==> src/rtl/mips_bus_pkg.sv <==
// -----------------------------------------------------------------------------
// mips_bus_pkg
// Shared types and constants for the MIPS fetch/data bus arbiter.
//   DATA_W      : width of every data path (32)
//   BE_FULL     : byte enable used for instruction fetches (4'b1111)
//   arb_state_t : arbiter FSM state (IDLE, GRANT_I, GRANT_D); the encodings
//                 are also exported as plain localparams for older code that
//                 compares raw state bits.
// Ports: none (package).
// -----------------------------------------------------------------------------
package mips_bus_pkg;

  localparam int DATA_W = 32;
  localparam logic [3:0] BE_FULL = 4'b1111;

  localparam logic [1:0] S_IDLE    = 2'd0;
  localparam logic [1:0] S_GRANT_I = 2'd1;
  localparam logic [1:0] S_GRANT_D = 2'd2;

  typedef enum logic [1:0] {
    IDLE    = S_IDLE,
    GRANT_I = S_GRANT_I,
    GRANT_D = S_GRANT_D
  } arb_state_t;

endpackage

==> src/rtl/mips_bus_arbiter_if.sv <==
// -----------------------------------------------------------------------------
// mips_bus_arbiter_if
// Bundles the three buses around the arbiter: the instruction-fetch port,
// the data port and the shared memory bus, plus the sticky bus_error flag.
//   modport slave  : the arbiter's view (fetch/data requests in, memory
//                    strobes out, memory response in, bus_error out)
//   modport master : the environment's view (CPUs and memory), mirror image
// Parameter ADDR_W sets the width of all address signals.
// -----------------------------------------------------------------------------
interface mips_bus_arbiter_if
  import mips_bus_pkg::*;
#(
  parameter int ADDR_W = 32
);

  // Instruction-fetch port
  logic              i_read;
  logic [ADDR_W-1:0] i_address;
  logic              i_waitrequest;
  logic [DATA_W-1:0] i_readdata;

  // Data port
  logic              d_read;
  logic              d_write;
  logic [ADDR_W-1:0] d_address;
  logic [DATA_W-1:0] d_writedata;
  logic [3:0]        d_byteenable;
  logic              d_waitrequest;
  logic [DATA_W-1:0] d_readdata;

  // Shared memory bus
  logic [ADDR_W-1:0] address;
  logic              read;
  logic              write;
  logic [DATA_W-1:0] writedata;
  logic [3:0]        byteenable;
  logic              waitrequest;
  logic [DATA_W-1:0] readdata;

  logic              bus_error;

  modport slave (
    input  i_read, i_address,
    output i_waitrequest, i_readdata,
    input  d_read, d_write, d_address, d_writedata, d_byteenable,
    output d_waitrequest, d_readdata,
    output address, read, write, writedata, byteenable,
    input  waitrequest, readdata,
    output bus_error
  );

  modport master (
    output i_read, i_address,
    input  i_waitrequest, i_readdata,
    output d_read, d_write, d_address, d_writedata, d_byteenable,
    input  d_waitrequest, d_readdata,
    input  address, read, write, writedata, byteenable,
    output waitrequest, readdata,
    input  bus_error
  );

endinterface

==> src/rtl/mips_arb_pick.sv <==
// -----------------------------------------------------------------------------
// mips_arb_pick
// Combinational grant decision between the fetch and data ports.
//   prefer_d   : in  round-robin pointer, 1 = data port wins a tie
//                    (present only when MIPS_ARB_ROUND_ROBIN_EN is defined)
//   fetch_req  : in  fetch port is requesting
//   data_req   : in  data port is requesting
//   grant_i    : out fetch port selected
//   grant_d    : out data port selected
// Build option MIPS_ARB_ROUND_ROBIN_EN: ties go to the port not served last;
// without it the data port always wins a tie.
// -----------------------------------------------------------------------------
module mips_arb_pick (
`ifdef MIPS_ARB_ROUND_ROBIN_EN
  input  logic prefer_d,
`endif
  input  logic fetch_req,
  input  logic data_req,
  output logic grant_i,
  output logic grant_d
);

  always_comb begin
    grant_d = data_req;
    grant_i = fetch_req & ~data_req;
`ifdef MIPS_ARB_ROUND_ROBIN_EN
    if (fetch_req && data_req) begin
      grant_d = prefer_d;
      grant_i = ~prefer_d;
    end
`endif
  end

endmodule

==> src/rtl/mips_bus_arbiter.sv <==
// -----------------------------------------------------------------------------
// mips_bus_arbiter
// Arbitrates an instruction-fetch port and a data port onto one shared
// memory bus with a waitrequest handshake and a transfer timeout.
//   clk    : in  single clock, rising edge
//   reset  : in  asynchronous, active-low reset
//   bus    : mips_bus_arbiter_if.slave (fetch port, data port, memory bus,
//            sticky bus_error)
// Parameters:
//   ADDR_W   : address width (must match the interface instance)
//   MAX_WAIT : waitrequest-high cycles tolerated before a transfer is
//              aborted, legal range 2..255
// Build option MIPS_ARB_ROUND_ROBIN_EN: alternate grants on ties instead of
// fixed data-first priority.
//
// A grant is registered in IDLE and the bus strobes come up the cycle after.
// Address, write data and byte enables are captured at grant so the bus stays
// stable even if a master misbehaves mid-transfer. Every transfer returns to
// IDLE, so at least one idle cycle separates consecutive grants.
// -----------------------------------------------------------------------------
module mips_bus_arbiter
  import mips_bus_pkg::*;
#(
  parameter int ADDR_W   = 32,
  parameter int MAX_WAIT = 16
) (
  input  logic             clk,
  input  logic             reset,
  mips_bus_arbiter_if.slave bus
);

  arb_state_t        state_reg, state_next;
  logic [7:0]        wait_cnt_reg;
  logic              bus_error_reg;
  logic [ADDR_W-1:0] addr_reg;
  logic              write_reg;
  logic [DATA_W-1:0] wdata_reg;
  logic [3:0]        be_reg;

  logic fetch_req, data_req;
  logic pick_fetch, pick_data;
  logic granted, timeout, done_ok, complete, start;

  assign fetch_req = bus.i_read;
  assign data_req  = bus.d_read | bus.d_write;

  assign granted  = (state_reg != IDLE);
  // The timeout cycle is itself the forced completion: strobes are already
  // down and the granted port sees waitrequest low with zero data.
  assign timeout  = granted && (wait_cnt_reg == 8'(MAX_WAIT));
  assign done_ok  = granted && !timeout && !bus.waitrequest;
  assign complete = done_ok || timeout;
  assign start    = (state_reg == IDLE) && (pick_fetch || pick_data);

`ifdef MIPS_ARB_ROUND_ROBIN_EN
  logic prefer_d_reg;

  // Points at the port that should win the next tie; flips to the other
  // port every time a transfer finishes (normally or by timeout).
  always_ff @(posedge clk or negedge reset) begin
    if (!reset) begin
      prefer_d_reg <= 1'b1;
    end else if (complete) begin
      prefer_d_reg <= (state_reg == GRANT_I);
    end
  end
`endif

  mips_arb_pick u_pick (
`ifdef MIPS_ARB_ROUND_ROBIN_EN
    .prefer_d  (prefer_d_reg),
`endif
    .fetch_req (fetch_req),
    .data_req  (data_req),
    .grant_i   (pick_fetch),
    .grant_d   (pick_data)
  );

  always_comb begin
    state_next = state_reg;
    case (state_reg)
      IDLE: begin
        if (pick_data) begin
          state_next = GRANT_D;
        end else if (pick_fetch) begin
          state_next = GRANT_I;
        end
      end
      GRANT_I, GRANT_D: begin
        if (complete) begin
          state_next = IDLE;
        end
      end
      default: state_next = IDLE;
    endcase
  end

  always_ff @(posedge clk or negedge reset) begin
    if (!reset) begin
      state_reg     <= IDLE;
      wait_cnt_reg  <= 8'd0;
      bus_error_reg <= 1'b0;
      addr_reg      <= '0;
      write_reg     <= 1'b0;
      wdata_reg     <= '0;
      be_reg        <= 4'd0;
    end else begin
      state_reg <= state_next;

      if (start) begin
        wait_cnt_reg <= 8'd0;
        addr_reg     <= pick_data ? bus.d_address : bus.i_address;
        write_reg    <= pick_data & bus.d_write;
        wdata_reg    <= pick_data ? bus.d_writedata : '0;
        be_reg       <= pick_data ? bus.d_byteenable : BE_FULL;
      end else if (granted && bus.waitrequest && !timeout) begin
        wait_cnt_reg <= wait_cnt_reg + 8'd1;
      end

      if (timeout) begin
        bus_error_reg <= 1'b1;
      end
    end
  end

  assign bus.address    = granted ? addr_reg : '0;
  assign bus.read       = granted && !timeout && !write_reg;
  assign bus.write      = granted && !timeout && write_reg;
  assign bus.writedata  = granted ? wdata_reg : '0;
  assign bus.byteenable = granted ? be_reg : 4'd0;

  // A waiting port is stalled until it is served; the reset term forces both
  // stalls low while reset is held, independent of the clock.
  assign bus.i_waitrequest = reset && ((state_reg == GRANT_I) ? !complete : fetch_req);
  assign bus.d_waitrequest = reset && ((state_reg == GRANT_D) ? !complete : data_req);

  assign bus.i_readdata = ((state_reg == GRANT_I) && done_ok) ? bus.readdata : '0;
  assign bus.d_readdata = ((state_reg == GRANT_D) && done_ok) ? bus.readdata : '0;

  assign bus.bus_error = bus_error_reg;

endmodule
==> src/flat_wrapper.sv <==
// flat-port wrapper written by rule: the top's interface ports become plain ports
module mips_bus_arbiter_flat import mips_bus_pkg::*;
#(
  parameter int ADDR_W   = 32,
  parameter int MAX_WAIT = 16
)
  (clk, reset, bus_i_read, bus_i_address, bus_i_waitrequest, bus_i_readdata, bus_d_read, bus_d_write, bus_d_address, bus_d_writedata, bus_d_byteenable, bus_d_waitrequest, bus_d_readdata, bus_address, bus_read, bus_write, bus_writedata, bus_byteenable, bus_waitrequest, bus_readdata, bus_bus_error);
  mips_bus_arbiter_if #(.ADDR_W(ADDR_W)) bus_i ();
  input  logic clk;
  input  logic reset;
  input wire logic [$bits(bus_i.i_read)-1:0] bus_i_read;
  input wire logic [$bits(bus_i.i_address)-1:0] bus_i_address;
  output wire logic [$bits(bus_i.i_waitrequest)-1:0] bus_i_waitrequest;
  output wire logic [$bits(bus_i.i_readdata)-1:0] bus_i_readdata;
  input wire logic [$bits(bus_i.d_read)-1:0] bus_d_read;
  input wire logic [$bits(bus_i.d_write)-1:0] bus_d_write;
  input wire logic [$bits(bus_i.d_address)-1:0] bus_d_address;
  input wire logic [$bits(bus_i.d_writedata)-1:0] bus_d_writedata;
  input wire logic [$bits(bus_i.d_byteenable)-1:0] bus_d_byteenable;
  output wire logic [$bits(bus_i.d_waitrequest)-1:0] bus_d_waitrequest;
  output wire logic [$bits(bus_i.d_readdata)-1:0] bus_d_readdata;
  output wire logic [$bits(bus_i.address)-1:0] bus_address;
  output wire logic [$bits(bus_i.read)-1:0] bus_read;
  output wire logic [$bits(bus_i.write)-1:0] bus_write;
  output wire logic [$bits(bus_i.writedata)-1:0] bus_writedata;
  output wire logic [$bits(bus_i.byteenable)-1:0] bus_byteenable;
  input wire logic [$bits(bus_i.waitrequest)-1:0] bus_waitrequest;
  input wire logic [$bits(bus_i.readdata)-1:0] bus_readdata;
  output wire logic [$bits(bus_i.bus_error)-1:0] bus_bus_error;
  assign bus_i.i_read = bus_i_read;
  assign bus_i.i_address = bus_i_address;
  assign bus_i_waitrequest = bus_i.i_waitrequest;
  assign bus_i_readdata = bus_i.i_readdata;
  assign bus_i.d_read = bus_d_read;
  assign bus_i.d_write = bus_d_write;
  assign bus_i.d_address = bus_d_address;
  assign bus_i.d_writedata = bus_d_writedata;
  assign bus_i.d_byteenable = bus_d_byteenable;
  assign bus_d_waitrequest = bus_i.d_waitrequest;
  assign bus_d_readdata = bus_i.d_readdata;
  assign bus_address = bus_i.address;
  assign bus_read = bus_i.read;
  assign bus_write = bus_i.write;
  assign bus_writedata = bus_i.writedata;
  assign bus_byteenable = bus_i.byteenable;
  assign bus_i.waitrequest = bus_waitrequest;
  assign bus_i.readdata = bus_readdata;
  assign bus_bus_error = bus_i.bus_error;
  mips_bus_arbiter #(.ADDR_W(ADDR_W), .MAX_WAIT(MAX_WAIT)) u_core (.clk(clk), .reset(reset), .bus(bus_i));
endmodule
==> config.mk <==
export PLATFORM = sky130hd
export DESIGN_NAME = mips_bus_arbiter_flat
export DESIGN_NICKNAME = d
export VERILOG_FILES = /design/src/rtl/mips_bus_pkg.sv /design/src/rtl/mips_bus_arbiter_if.sv /design/src/rtl/mips_arb_pick.sv /design/src/rtl/mips_bus_arbiter.sv /design/src/flat_wrapper.sv
export SDC_FILE = /design/constraint.sdc
export NUM_CORES = 1
export LEC_CHECK = 0
export ABC_AREA = 1
export ABC_CLOCK_PERIOD_IN_PS = 1700
export BUFFER_PORTS_ARGS = -buffer_cell sky130_fd_sc_hd__buf_2
export CAP_MARGIN = 20
export CORE_UTILIZATION = 41
export CTS_BUF_LIST = sky130_fd_sc_hd__clkbuf_4
export DETAILED_ROUTE_END_ITERATION = 8
export PLACE_DENSITY = 0.78
export SLEW_MARGIN = 40
export SYNTH_ARGS = -nofsm -noshare
export SYNTH_HDL_FRONTEND = slang
export SYNTH_HIERARCHICAL = 1
export SYNTH_SLANG_ARGS = --single-unit
==> constraint.sdc <==
create_clock -name clk -period 1.7 [get_ports clk]
set_clock_uncertainty 0.1 [all_clocks]
set_input_delay 0.17 -clock clk [delete_from_list [all_inputs] [get_ports clk]]
set_output_delay 0.17 -clock clk [all_outputs]
set_load 0.01 [all_outputs]
==> impl_metrics.toml <==
[outcome]
status = "finished, violations left"
violations = "setup timing"

[sta]
rsz0062_at_grt = "true"
hold_violations = 0
max_freq_mhz = 452
drv_slew = 0
fin_ws_ns = -0.512
post-route-period-util = 1.30
tightestPinTransition_ns = 0.441
finalSetupViolCount = 143
min_period_ns = 2.21
max_slew_margin = 0.706
finalSetupTns_ns = -50.01

[synth]
synth_area_per_cell_um2 = 6.93
synth_nets = 795
synth_edf_count = 0
ys_async_sr_fraction = 1.00
ys_types = 25
syn_area_mm2 = 0.00452
syn_inst = 652
synth_flop_cell = "dfrtp_1"
yosysWarnings = 6
ys_seq_area_frac = 0.443
ys_ff_latch = 80

[routing]
first_iter_violations = 598
viasPerCell = 5.25
first_pass_iters = 5
postRouteAntennaNets = 0
num_vias = 6301
avgRoutedWirePerCell_um = 18.2
routed_wl_um = 21900
route.detailed.drc = 0

[die]
core-area_mm2 = 0.0105
die-area_mm2 = 0.0114
rows = 37
die_w_um = 107
dieHeight_um = 107
num_io_pins = 275
initial_core_util = 0.430

[cts]
clkTransAtPathRegs_ns = 0.12
cts_tree = "built"
ctsRootBufferMaster = "clkbuf_4"
clk_path_buf_depth = 2
cts_made_buffers = 9
numClockSinks = 80
worstSkewPairLatency_ns = 0.44
h-tree-depth = 3

[critical_path]
crit_path_end_kind = "primary output"
cp_max_fo = 8
arrival_ns = 1.94
required_ns = 1.43
crit_type = "reg -> out"
critPathLaunchType = "register"

[global_routing]
grt_usage = 0.320
gr-total-overflow = 0
grt_pass1_vias = 5695
grt_pass1_wl_um = 28100
antenna_found_initial = 0
grt_start_max_net_pins = 81

[layout]
layout_commonest_cell = "buf_2"
syn2layout_area_growth_pct = 90.6
mostFrequentLayoutCells = "232 x buf_2, 123 x nand2_1, 110 x inv_1"
finalNetCount = 1203
diodes = 0
fin_util = 0.819
nFillCells = 572
drive_above_1_share = 0.434

[flow_run]
maxCapViolations = 0

[placement]
dp_hpwl_um = 9930
io_buffers = 274
routabilityCongestion = 0.817

[power_and_ir_drop]
ir_drop_mv = 1.21
power_mw = 15.0
leakage_nw = 4.72
p_per_area_mw_per_mm2 = 1740

[worst_hold_path]
hold_path.class = "in -> reg"
-- worst max-delay path, cell delays in order (launching register included) --
cell	delay (ns)
dfrtp_1	0.39
inv_2	0.06
ha_4	0.15
nand2_2	0.05
clkinv_2	0.06
nand2_4	0.07
o21ai_4	0.06
nor2_4	0.12
nand2_4	0.10
clkbuf_16	0.19
nor2_1	0.11
buf_2	0.15
-- worst paths after layout --
check	end	startpoint	slack [ns]	cells past startpoint
worst min register to register	u_core/bus.bus_error	u_core/bus.bus_error	0.39	2
min in group asynchronous	u_core/bus.bus_error	reset	0.19	3
worst max register to register	u_core/state_reg[0]	u_core/wait_cnt_reg[0]	-0.10	14
worst min-delay path	u_core/wait_cnt_reg[2]	bus_waitrequest	0.09	4
worst max-delay path	bus_i_readdata[26]	u_core/wait_cnt_reg[1]	-0.51	11
max in group asynchronous	u_core/wait_cnt_reg[4]	reset	0.92	3
-- logic make-up (layout without fill, tap and decap cells) --
logic type,count (synthesis),count (layout),synth area share
and+or+nand+nor,330,330,0.284
DFF,80,80,0.443
buffers and inverters,155,568,0.152
adders and majority gates,5,5,0.0139
AOI/OAI and AO/OA,78,78,0.0992
xor gates and xnor gates,4,4,0.00776
-- metal layers --
metal	part of all wire	vias up	global-route usage
met2	0.51	485	0.572
met5	0	-	0
met3	0.099	113	0.0644
li1	-	2770	-
met1	0.34	2933	0.354
met4	0.055	0	0.174
-- final cells by class --
type                       instances  area (µm²)  share of cell area
inverter                         118         452              0.0525
timing repair buffer             434        3560               0.413
multi-input combinational        417        2320               0.269
tap                              136         170              0.0198
clock inverter                     5        31.3             0.00363
clock buffer                      11        82.6             0.00959
sequential                        80        2000               0.232
-- power by group --
part | total [mW] | internal [mW] | switching [mW]
logic | 10.8 | 5.04 | 5.71
clock network | 1.04 | 0.332 | 0.709
registers | 3.20 | 2.77 | 0.433
-- Yosys cell counts, types with 2 or more instances --
cell      number  area [µm²]
a21oi_1        6        30.0
a31oi_1       32         200
buf_1          4        15.0
buf_2         10        50.1
buf_4          3        22.5
buf_6         11         124
clkbuf_1       9        33.8
clkinv_1       2        7.51
dfrtp_1       80        2000
ha_1           5        62.6
inv_1        114         428
inv_2          2        7.51
nand2_1      127         477
nand2_2        3        18.8
nand3_1       13        65.1
nor2_1       181         679
nor2_2         3        18.8
o21ai_0       37         185
xor2_1         4        35.0
-- per-stage QoR --
stage | hold WS, ns | area [µm²] | worst slack [ns] | std cells
2_1_floorplan | -0.226 | 4520 | -0.0225 | 652
6_report | 0.0867 | 8610 | -0.512 | 1201
3_5_place_dp | 0.169 | 6090 | -0.0728 | 1050
3_3_place_gp | 0.161 | 6090 | -0.0465 | 1050
5_1_grt | 0.0977 | 8610 | -0.637 | 1201
4_1_cts | 0.0602 | 7690 | -0.485 | 1180
-- repair_timing --
action                     in CTS  in global routing
cloned                          6                 12
hold endpoints to repair      149                  0
setup endpoints to repair     136                192
hold buffers                  102                  0
pin swaps                      32                 17
setup buffers                   6                  9
gates resized for setup        76                136
Power figures use the tool's default switching activity.
